[src/rtl/apb_pad_reader.sv]
// apb_pad_reader: APB3 slave that polls an SNES-style serial pad and queues changed button words
// Ports: PCLK/PRESET fabric clock and async active-high reset; PSEL/PENABLE/PWRITE/PADDR/PWDATA/
//   PRDATA/PREADY/PSLVERR APB3 slave (PADDR[3:2]: 0 CTRL, 1 STATUS, 2 DATA pop, 3 CUR);
//   PAD_LATCH/PAD_CLK/PAD_DATA controller link; IRQ level interrupt.
// Optional: define PAD_TIMESTAMP_EN to tag FIFO entries and CUR with a 16-bit poll sequence in [31:16].
module apb_pad_reader #(
    parameter int NBITS      = 12,
    parameter int HALF_DIV   = 600,
    parameter int POLL_DIV   = 1666667,
    parameter int FIFO_DEPTH = 8
) (
    input  logic        PCLK,
    input  logic        PRESET,
    input  logic        PSEL,
    input  logic        PENABLE,
    input  logic        PWRITE,
    input  logic [7:0]  PADDR,
    input  logic [31:0] PWDATA,
    output logic [31:0] PRDATA,
    output logic        PREADY,
    output logic        PSLVERR,
    output logic        PAD_LATCH,
    output logic        PAD_CLK,
    input  logic        PAD_DATA,
    output logic        IRQ
);
    localparam int TW = $clog2(2 * HALF_DIV + 1);
    localparam int PW = $clog2(POLL_DIV + 1);
    localparam int BW = $clog2(NBITS + 1);
    localparam int AW = $clog2(FIFO_DEPTH);
`ifdef PAD_TIMESTAMP_EN
    localparam int FW = NBITS + 16;
`else
    localparam int FW = NBITS;
`endif
    localparam logic [TW-1:0] T_LATCH = TW'(2 * HALF_DIV - 1);
    localparam logic [TW-1:0] T_HALF  = TW'(HALF_DIV - 1);
    localparam logic [PW-1:0] P_WRAP  = PW'(POLL_DIV - 1);
    localparam logic [BW-1:0] B_LAST  = BW'(NBITS);
    localparam logic [4:0]    C_FULL  = 5'(FIFO_DEPTH);

    typedef enum logic [2:0] {IDLE, LATCH, SAMPLE, CLK_LO, CLK_HI, DONE} state_t;

    state_t           r_state;
    logic [TW-1:0]    r_tmr;
    logic [PW-1:0]    r_poll;
    logic [BW-1:0]    r_bits;
    logic [NBITS-1:0] r_shift, r_cur;
    logic [1:0]       r_sync;
    logic             r_en, r_ie, r_ovf;
    logic [FW-1:0]    r_mem [FIFO_DEPTH];
    logic [AW-1:0]    r_wp, r_rp;
    logic [4:0]       r_cnt;
`ifdef PAD_TIMESTAMP_EN
    logic [15:0]      r_seq;
`endif

    logic          w_acc, w_wr, w_rd, w_empty, w_full, w_pop, w_push, w_in, w_wrap, w_unused;
    logic [1:0]    w_addr;
    logic [FW-1:0] w_head, w_entry;
    logic [31:0]   w_data, w_cur, w_status;

    assign w_addr   = PADDR[3:2];
    assign w_acc    = PSEL & PENABLE;
    assign w_wr     = w_acc & PWRITE;
    assign w_rd     = w_acc & ~PWRITE;
    assign w_empty  = r_cnt == 5'd0;
    assign w_full   = r_cnt == C_FULL;
    assign w_pop    = w_rd & (w_addr == 2'd2) & ~w_empty;
    assign w_push   = (r_state == DONE) & r_en & (r_shift != r_cur);
    // A pop in the same cycle frees a slot, so a full FIFO still accepts the push then.
    assign w_in     = w_push & (~w_full | w_pop);
    assign w_wrap   = r_poll == P_WRAP;
    assign w_head   = r_mem[r_rp];
    assign w_status = {24'd0, r_cnt[3:0], 1'b0, r_ovf, w_full, ~w_empty};
    assign w_unused = &{1'b0, PADDR[7:4], PADDR[1:0], PWDATA[31:3]};
`ifdef PAD_TIMESTAMP_EN
    assign w_entry  = {r_seq, r_shift};
    assign w_data   = w_empty ? 32'd0 : {w_head[FW-1:NBITS], 16'(w_head[NBITS-1:0])};
    assign w_cur    = {r_seq, 16'(r_cur)};
`else
    assign w_entry  = r_shift;
    assign w_data   = w_empty ? 32'd0 : 32'(w_head);
    assign w_cur    = 32'(r_cur);
`endif

    assign PREADY  = 1'b1;
    assign PSLVERR = w_acc & (PWRITE ? w_addr[1] : (w_addr == 2'd2) & w_empty);

    always_comb begin
        PRDATA = !PSEL ? 32'd0 :
                 w_addr == 2'd0 ? {30'd0, r_ie, r_en} :
                 w_addr == 2'd1 ? w_status :
                 w_addr == 2'd2 ? w_data : w_cur;
    end

    always_ff @(posedge PCLK or posedge PRESET) begin
        if (PRESET) begin
            r_en   <= 1'b0;
            r_ie   <= 1'b0;
            r_ovf  <= 1'b0;
            IRQ    <= 1'b0;
            r_sync <= 2'b11;
        end else begin
            r_sync <= {r_sync[0], PAD_DATA};
            IRQ    <= r_ie & (~w_empty | r_ovf);
            if (w_wr && w_addr == 2'd0)
                {r_ie, r_en} <= PWDATA[1:0];
            // A drop in the same cycle as a W1C keeps the flag set so no overflow goes unseen.
            if (w_push && !w_in)
                r_ovf <= 1'b1;
            else if (w_wr && w_addr == 2'd1 && PWDATA[2])
                r_ovf <= 1'b0;
        end
    end

    always_ff @(posedge PCLK or posedge PRESET) begin
        if (PRESET) begin
            r_wp  <= '0;
            r_rp  <= '0;
            r_cnt <= 5'd0;
        end else begin
            if (w_pop)
                r_rp <= r_rp + AW'(1);
            if (w_in)
                r_wp <= r_wp + AW'(1);
            r_cnt <= r_cnt + 5'(w_in) - 5'(w_pop);
        end
    end

    always_ff @(posedge PCLK) begin
        if (w_in)
            r_mem[r_wp] <= w_entry;
    end

    always_ff @(posedge PCLK or posedge PRESET) begin
        if (PRESET) begin
            r_state   <= IDLE;
            r_tmr     <= '0;
            r_poll    <= '0;
            r_bits    <= '0;
            r_shift   <= '0;
            r_cur     <= '0;
            PAD_LATCH <= 1'b0;
            PAD_CLK   <= 1'b1;
`ifdef PAD_TIMESTAMP_EN
            r_seq     <= 16'd0;
`endif
        end else begin
            r_poll <= (!r_en || w_wrap) ? '0 : r_poll + PW'(1);
            if (!r_en) begin
                r_state   <= IDLE;
                PAD_LATCH <= 1'b0;
                PAD_CLK   <= 1'b1;
            end else begin
                r_tmr <= r_tmr + TW'(1);
                case (r_state)
                    IDLE: if (w_wrap) begin
                        r_state   <= LATCH;
                        PAD_LATCH <= 1'b1;
                        r_tmr     <= '0;
                        r_bits    <= '0;
                    end
                    LATCH: if (r_tmr == T_LATCH) begin
                        r_state   <= SAMPLE;
                        PAD_LATCH <= 1'b0;
                    end
                    SAMPLE: begin
                        // First bit shifted in ends up in bit 0 after NBITS samples.
                        r_shift <= (r_shift >> 1) | (NBITS'(~r_sync[1]) << (NBITS - 1));
                        r_bits  <= r_bits + BW'(1);
                        r_state <= CLK_LO;
                        PAD_CLK <= 1'b0;
                        r_tmr   <= '0;
                    end
                    CLK_LO: if (r_tmr == T_HALF) begin
                        r_state <= CLK_HI;
                        PAD_CLK <= 1'b1;
                        r_tmr   <= '0;
                    end
                    CLK_HI: if (r_tmr == T_HALF)
                        r_state <= r_bits == B_LAST ? DONE : SAMPLE;
                    DONE: begin
                        if (r_shift != r_cur)
                            r_cur <= r_shift;
`ifdef PAD_TIMESTAMP_EN
                        r_seq <= r_seq + 16'd1;
`endif
                        r_state <= IDLE;
                    end
                    default: r_state <= IDLE;
                endcase
            end
        end
    end
endmodule

[config.mk]
export PLATFORM = sky130hd
export DESIGN_NAME = apb_pad_reader
export DESIGN_NICKNAME = d
export VERILOG_FILES = /design/src/rtl/apb_pad_reader.sv
export SDC_FILE = /design/constraint.sdc
export NUM_CORES = 1
export LEC_CHECK = 0
export CORE_MARGIN = 2
export CORE_UTILIZATION = 35
export DETAILED_ROUTE_END_ITERATION = 7
export PLACE_DENSITY_LB_ADDON = 0.12
export REMOVE_ABC_BUFFERS = 1
export SYNTH_ARGS = -nofsm -noshare
export SYNTH_HDL_FRONTEND = slang
export SYNTH_SLANG_ARGS = --single-unit
export TNS_END_PERCENT = 20
[constraint.sdc]
create_clock -name PCLK -period 4.15 [get_ports PCLK]
set_clock_uncertainty 0.15 [all_clocks]
set_input_delay 0.415 -clock PCLK [delete_from_list [all_inputs] [get_ports PCLK]]
set_output_delay 0.415 -clock PCLK [all_outputs]
set_load 0.02 [all_outputs]
; Yosys cells after proc, flatten, opt, wreduce, memory -nomap -nowiden
; Memories as Yosys holds them, arrays and structs flattened.
; Index checks and enable logic that the tools add are counted.
; W data, S select, Z words.
[totals]
register_bits = 82
ram_bits = 96
in_bits = 46
output_inout_bits = 37
elab_cells = 110
mem_count = 1
[memory_table]
columns = name, words, width, rd, rd_clocked_by_memory_dff, write_ports, line_no
row1 = r_mem, 8, 12, 1, 0, 1, 51  ; logic [FW-1:0] r_mem [FIFO_DEPTH];
[classes]
n_addsub = 7
n_eq_ne = 20
mux = 30
n_bitwise = 18
n_reduce_logical = 18
[op_table]
columns = op, n
row1 = $mux W12, 5
row2 = $pmux W11 S3, 1
row3 = $mux W11, 2
row4 = $add A21 B1 Y21 const B, 1
row5 = $eq A21 B21 Y1 const B, 1
row6 = $mux W21, 1
row7 = $mux W3, 6
row8 = $pmux W3 S5, 1
row9 = $ne A12 B12 Y1, 1
row10 = $ne A3 B3 Y1 const B, 4
row11 = $or A11 B12 Y12, 1
row12 = $add A11 B1 Y11 const B, 1
row13 = $and A1 B1 Y1, 11
row14 = $eq A11 B10 Y1 const B, 1
row15 = $eq A11 B11 Y1 const B, 1
row16 = $mux W1, 10
row17 = $reduce_and A3 Y1, 3
row18 = $pmux W4 S2, 1
row19 = $add A3 B1 Y3 const B, 2
row20 = $eq A3 B2 Y1 const B, 2
row21 = $eq A3 B3 Y1 const B, 2
row22 = $ne A3 B1 Y1 const B, 2
row23 = $add A5 B1 Y5, 1
row24 = $eq A5 B4 Y1 const B, 1
row25 = 20 further kinds, 31

; Logic depth before layout (Yosys ltp)
[depth]
word_depth = 9
depth_mapped = 17
ltp_nobuf = 16

; Worst setup path before layout
; Ideal clock, no wire load.
[synth_path]
path_kind = reg2reg
from = reg r_cnt[3]
to = mem r_mem[0][0] (netlist name) (enable)
setup_ns = 0.412
arrival_ns = 2.858
required_time_ns = 3.588
path_slack_ns = 0.729
stages_incl_launch_ff = 9
n_path_buf = 1
period_less_slack_ns = 3.421
path_cell_list = dfrtp_1 > inv_1 > ha_1 > nor4b_1 > or4b_1 > buf_2 > a21oi_4 > nand2_4 > nor4_1
[synth_via]
elab_chain_len = 7
word_cells_on_any_way = 9
cone_classes = 1 x eq/ne / 2 x mux / 5 x bitwise / 1 x reduce/logical
[synth_lines]
columns = element, line_no
row1 = start: declaration, 53  ; logic [4:0] r_cnt;
row2 = start signal: assignment, 127  ; r_cnt <= r_cnt + 5'(w_in) - 5'(w_pop);
row3 = $logic_not A5 Y1, 67  ; assign w_empty = r_cnt == 5'd0;
row4 = $not A1 Y1, 69  ; assign w_pop = w_rd & (w_addr == 2'd2) & ~w_empty;
row5 = $and A1 B1 Y1, 69
row6 = $or A1 B1 Y1 *, 72  ; assign w_in = w_push & (~w_full | w_pop);
row7 = $and A1 B1 Y1 *, 72
row8 = $mux W1 *, 132  ; if (w_in)
row9 = $mux W1 (implied by the code) *, 133  ; r_mem[r_wp] <= w_entry;
row10 = end: declaration, 51
; Mark *: on every way between the ends. The rest lies on a longest branch, timed or not.

; Worst setup path in the final report
[layout_path]
from = reg r_rp[0]
to = out PRDATA[0]
[layout_via]
elab_chain_len = 6
[layout_lines]
columns = element, line_no
row1 = start: declaration, 52  ; logic [AW-1:0] r_wp, r_rp;
row2 = start signal: assignment, 124  ; r_rp <= r_rp + AW'(1);
row3 = $mem_v2 Z8 W12, n/a
row4 = $mux W12, 83  ; assign w_data = w_empty ? 32'd0 : 32'(w_head);
row5 = $mux W12, 94  ; w_addr == 2'd2 ? w_data : w_cur;
row6 = $mux W12, 93  ; w_addr == 2'd1 ? w_status :
row7 = $mux W12, 92  ; w_addr == 2'd0 ? {30'd0, r_ie, r_en} :
row8 = $mux W12, 91  ; PRDATA = !PSEL ? 32'd0 :
row9 = end: declaration, 19  ; output logic [31:0] PRDATA,
; No other way between the ends.

==> flow_summary_export.csv <==
group,metric,value,unit
sta,slew_headroom,43.1,%
logic_synthesis,synth_edf_count,96,
clock_network,cts_buffer_depth,2,
logic_synthesis,ys_seq_elements,178,
finish,layout.nets,695,
setup_path,crit_buf_inv,2,
logic_synthesis,synth_cell_types,60,
finish,drive_above_1_share,19.6,%
finish,register_area,4940,um^2
clock_network,post_cts_buffers,0,
power,power.switching,1.17,mW
run,maxCapViolCount,0,
setup_path,crit_type,"flop to output port",
power,switching_share,26.3,%
sta,tns,0,ns
finish,n_fill_cell,2124,
sta,setup_violations,0,
global_routing,grt_usage,15.5,%
sta,fin_crit,3.71,ns
power,combPwrFrac,14.5,%
finish,multiInputGateArea,2980,um^2
global_routing,antenna_found_initial,0,
power,peakVddDrop,0.295,mV
finish,n_antenna_cell,0,
clock_network,clk_latency,0.43,ns
die,rows,55,
setup_path,cp_data_arrival_time,3.14,ns
logic_synthesis,synth_area,8170,um^2
finish,final_cell_area,9430,um^2
power,power.share.sequential,46.9,%
die,initial_core_util,35.9,%
setup_path,cp_max_fo,10,
global_routing,first_global_vias,4830,
routing,wl_per_cell,18.5,um
sta,slew_violations,0,
setup_path,cp_cell_sequence,"buf_4 > mux4_2 > mux2_2 > a22oi_1 > a21oi_1 > clkdlybuf4s50_1",
logic_synthesis,syn_area_per_cell,13.7,um^2
die,die_area,24600,um^2
placed_design,dp_hpwl,11500,um
clock_network,clock-sinks,178,
power,pwr-share-clk,38.6,%
clock_network,hold_buffers,0,
clock_network,cts_tree,"built",
clock_network,clk_pin_slew,0.07,ns
setup_path,cp-end-kind,"output port",
routing,wirelength,17800,um
die,dieWidth,157,um
power,total_leakage_power,3.88,nW
clock_network,cts_inserted_buffers,17,
routing,drtAntennaViolNets,0,
logic_synthesis,ys.flop_type,"edfxtp_1",
finish,area_growth,15.4,%
routing,routed_via_density,4.89,
clock_network,cts-root-buf,"clkbuf_16",
sta,worst_pin_slew,0.854,ns
placed_design,io_buffers,26,
routing,drc_errors,0,
placed_design,place_area,8800,um^2
setup_path,slowest_delay,0.78,ns
logic_synthesis,syn_inst,596,
sta,max_freq,270,MHz
die,ios,83,
hold_path,holdCritPathClass,"flop to flop",
power,power_density,471,nW/um^2
logic_synthesis,yosysWarnings,0,
logic_synthesis,yosysSeqAreaShare,60.5,%
placed_design,gp_congestion,0.758,
routing,drtIter0Drc,232,
setup_path,start_kind,"flop",
clock_network,cts.htree.levels,4,
setup_path,cp_slowest_cell,"dfrtp_1",
routing,first_pass_iters,4,
logic_synthesis,async_flop_share,46.1,%
die,die_y,157,um
sta,fin_crit_sh,89.4,%
power,p_int,3.27,mW
global_routing,grt_pass1_wl,27900,um
global_routing,grt_overflow_total,0,
setup_path,crit_required,3.59,ns
run_status,status,"finished, final reports clean",
routing,num_vias,4695,
sta,rsz0062_at_grt,"no",
setup_path,cpLargestDelayFamily,"buffers and inverters",
die,core-area,22800,um^2
clock_network,cts-resized-gates,0,
power,total_power,4.44,mW
global_routing,grt_max_degree,49,
sta,finalHoldViolCount,0,
power by group through the flow:
stage	sequential (mW)	clock [mW]	combinational [mW]
after floorplan	2.13	0	0.399
after global placement	2.13	0	0.652
after detailed placement	2.12	0	0.658
after CTS	2.09	1.75	0.662
after global routing	2.10	1.82	0.721
final	2.08	1.71	0.644
cells in the mapped netlist, types with 16 or more instances:
library cell,n,share of area [%]
edfxtp_1,96,35
dfrtp_1,79,24
nor2_1,54,2.5
mux2_2,32,4.4
nand2_1,29,1.3
xor2_1,26,2.8
mux4_2,24,6.6
buf_4,23,2.1
xnor2_1,21,2.3
inv_1,19,0.87
a21oi_1,16,0.98
area by class of cell:
cell class / instances / share of cell area [%]
tap: 313 / 4.15
clock inverter: 12 / 1.91
inverter: 19 / 0.770
sequential: 178 / 52.4
multi-input combinational: 371 / 31.6
clock buffer: 20 / 4.74
timing repair buffer: 47 / 4.43
flip-flops by register name (all words and copies together), names as in the netlist:
signal     flops
r_mem         96
r_poll        21
r_cur         12
r_shift       12
r_tmr         11
r_cnt          5
r_bits         4
r_rp           3
r_state        3
r_wp           3
r_sync         2
IRQ            1
PAD_CLK        1
PAD_LATCH      1
r_en           1
r_ie           1
r_ovf          1
logic make-up (layout without fill, tap and decap cells):
kind of cell	after synthesis	after routing	synth area share, %
flops	178	178	60.5
simple gates	166	166	10.9
mux	69	69	12.7
buf+inv	66	98	4.23
compound gates	53	53	4.20
xor+xnor	47	47	5.04
fa+ha+maj	15	15	2.39
other cells	2	21	0.0920
metal layers:
layer	vias up	share of wire, %	global-route usage [%]
met1	2396	45	19.8
li1	2208	-	-
met3	17	3.3	3.02
met5	-	0	0
met4	0	1.3	4.37
met2	74	51	26.7
placed cells by master, fill, tap and decap left out, types with 4 or more instances in the layout:
master,instances
clkdlybuf4s50_1,26
conb_1,21
edfxtp_1,96
clkbuf_16,17
nor4b_1,5
mux2i_1,11
nor2b_1,6
nand4_1,9
o21ai_0,14
inv_1,18
nand3_1,10
mux2_2,32
mux4_2,24
nand2_1,29
and2_1,6
nor3_1,8
a21oi_1,16
xor2_1,26
dfrtp_1,79
nor2_1,54
xnor2_1,21
and4_1,6
nor4_1,5
ha_1,14
buf_4,21
bufinv_16,4
path summary, 6_finish.rpt:
check | startpoint | endpoint | slack (ns) | cells after the start
hold / removal | r_sync[0] | r_sync[1] | 0.21 | 0
setup / recovery | r_rp[0] | PRDATA[0] | 0.44 | 6
setup reg to reg | r_cnt[3] | r_cnt[4] | 0.62 | 16
min in group asynchronous | PRESET | r_poll[16] | 0.30 | 2
hold reg to reg | r_sync[0] | r_sync[1] | 0.21 | 0
max in group asynchronous | PRESET | r_shift[4] | 2.54 | 3
metrics by stage:
stage / util (%) / setup WS (ns) / cells / hold WS, ns
CTS: 41.4 / 0.384 / 960 / 0.216
floorplan: - / 0.704 / 568 / 0.195
global placement: 38.6 / 0.386 / 928 / 0.210
finish: 41.4 / 0.440 / 960 / 0.213
detailed placement: 38.6 / 0.332 / 928 / 0.205
global route: 41.4 / 0.246 / 960 / 0.219
No activity file was read; power rests on OpenSTA's default activity.
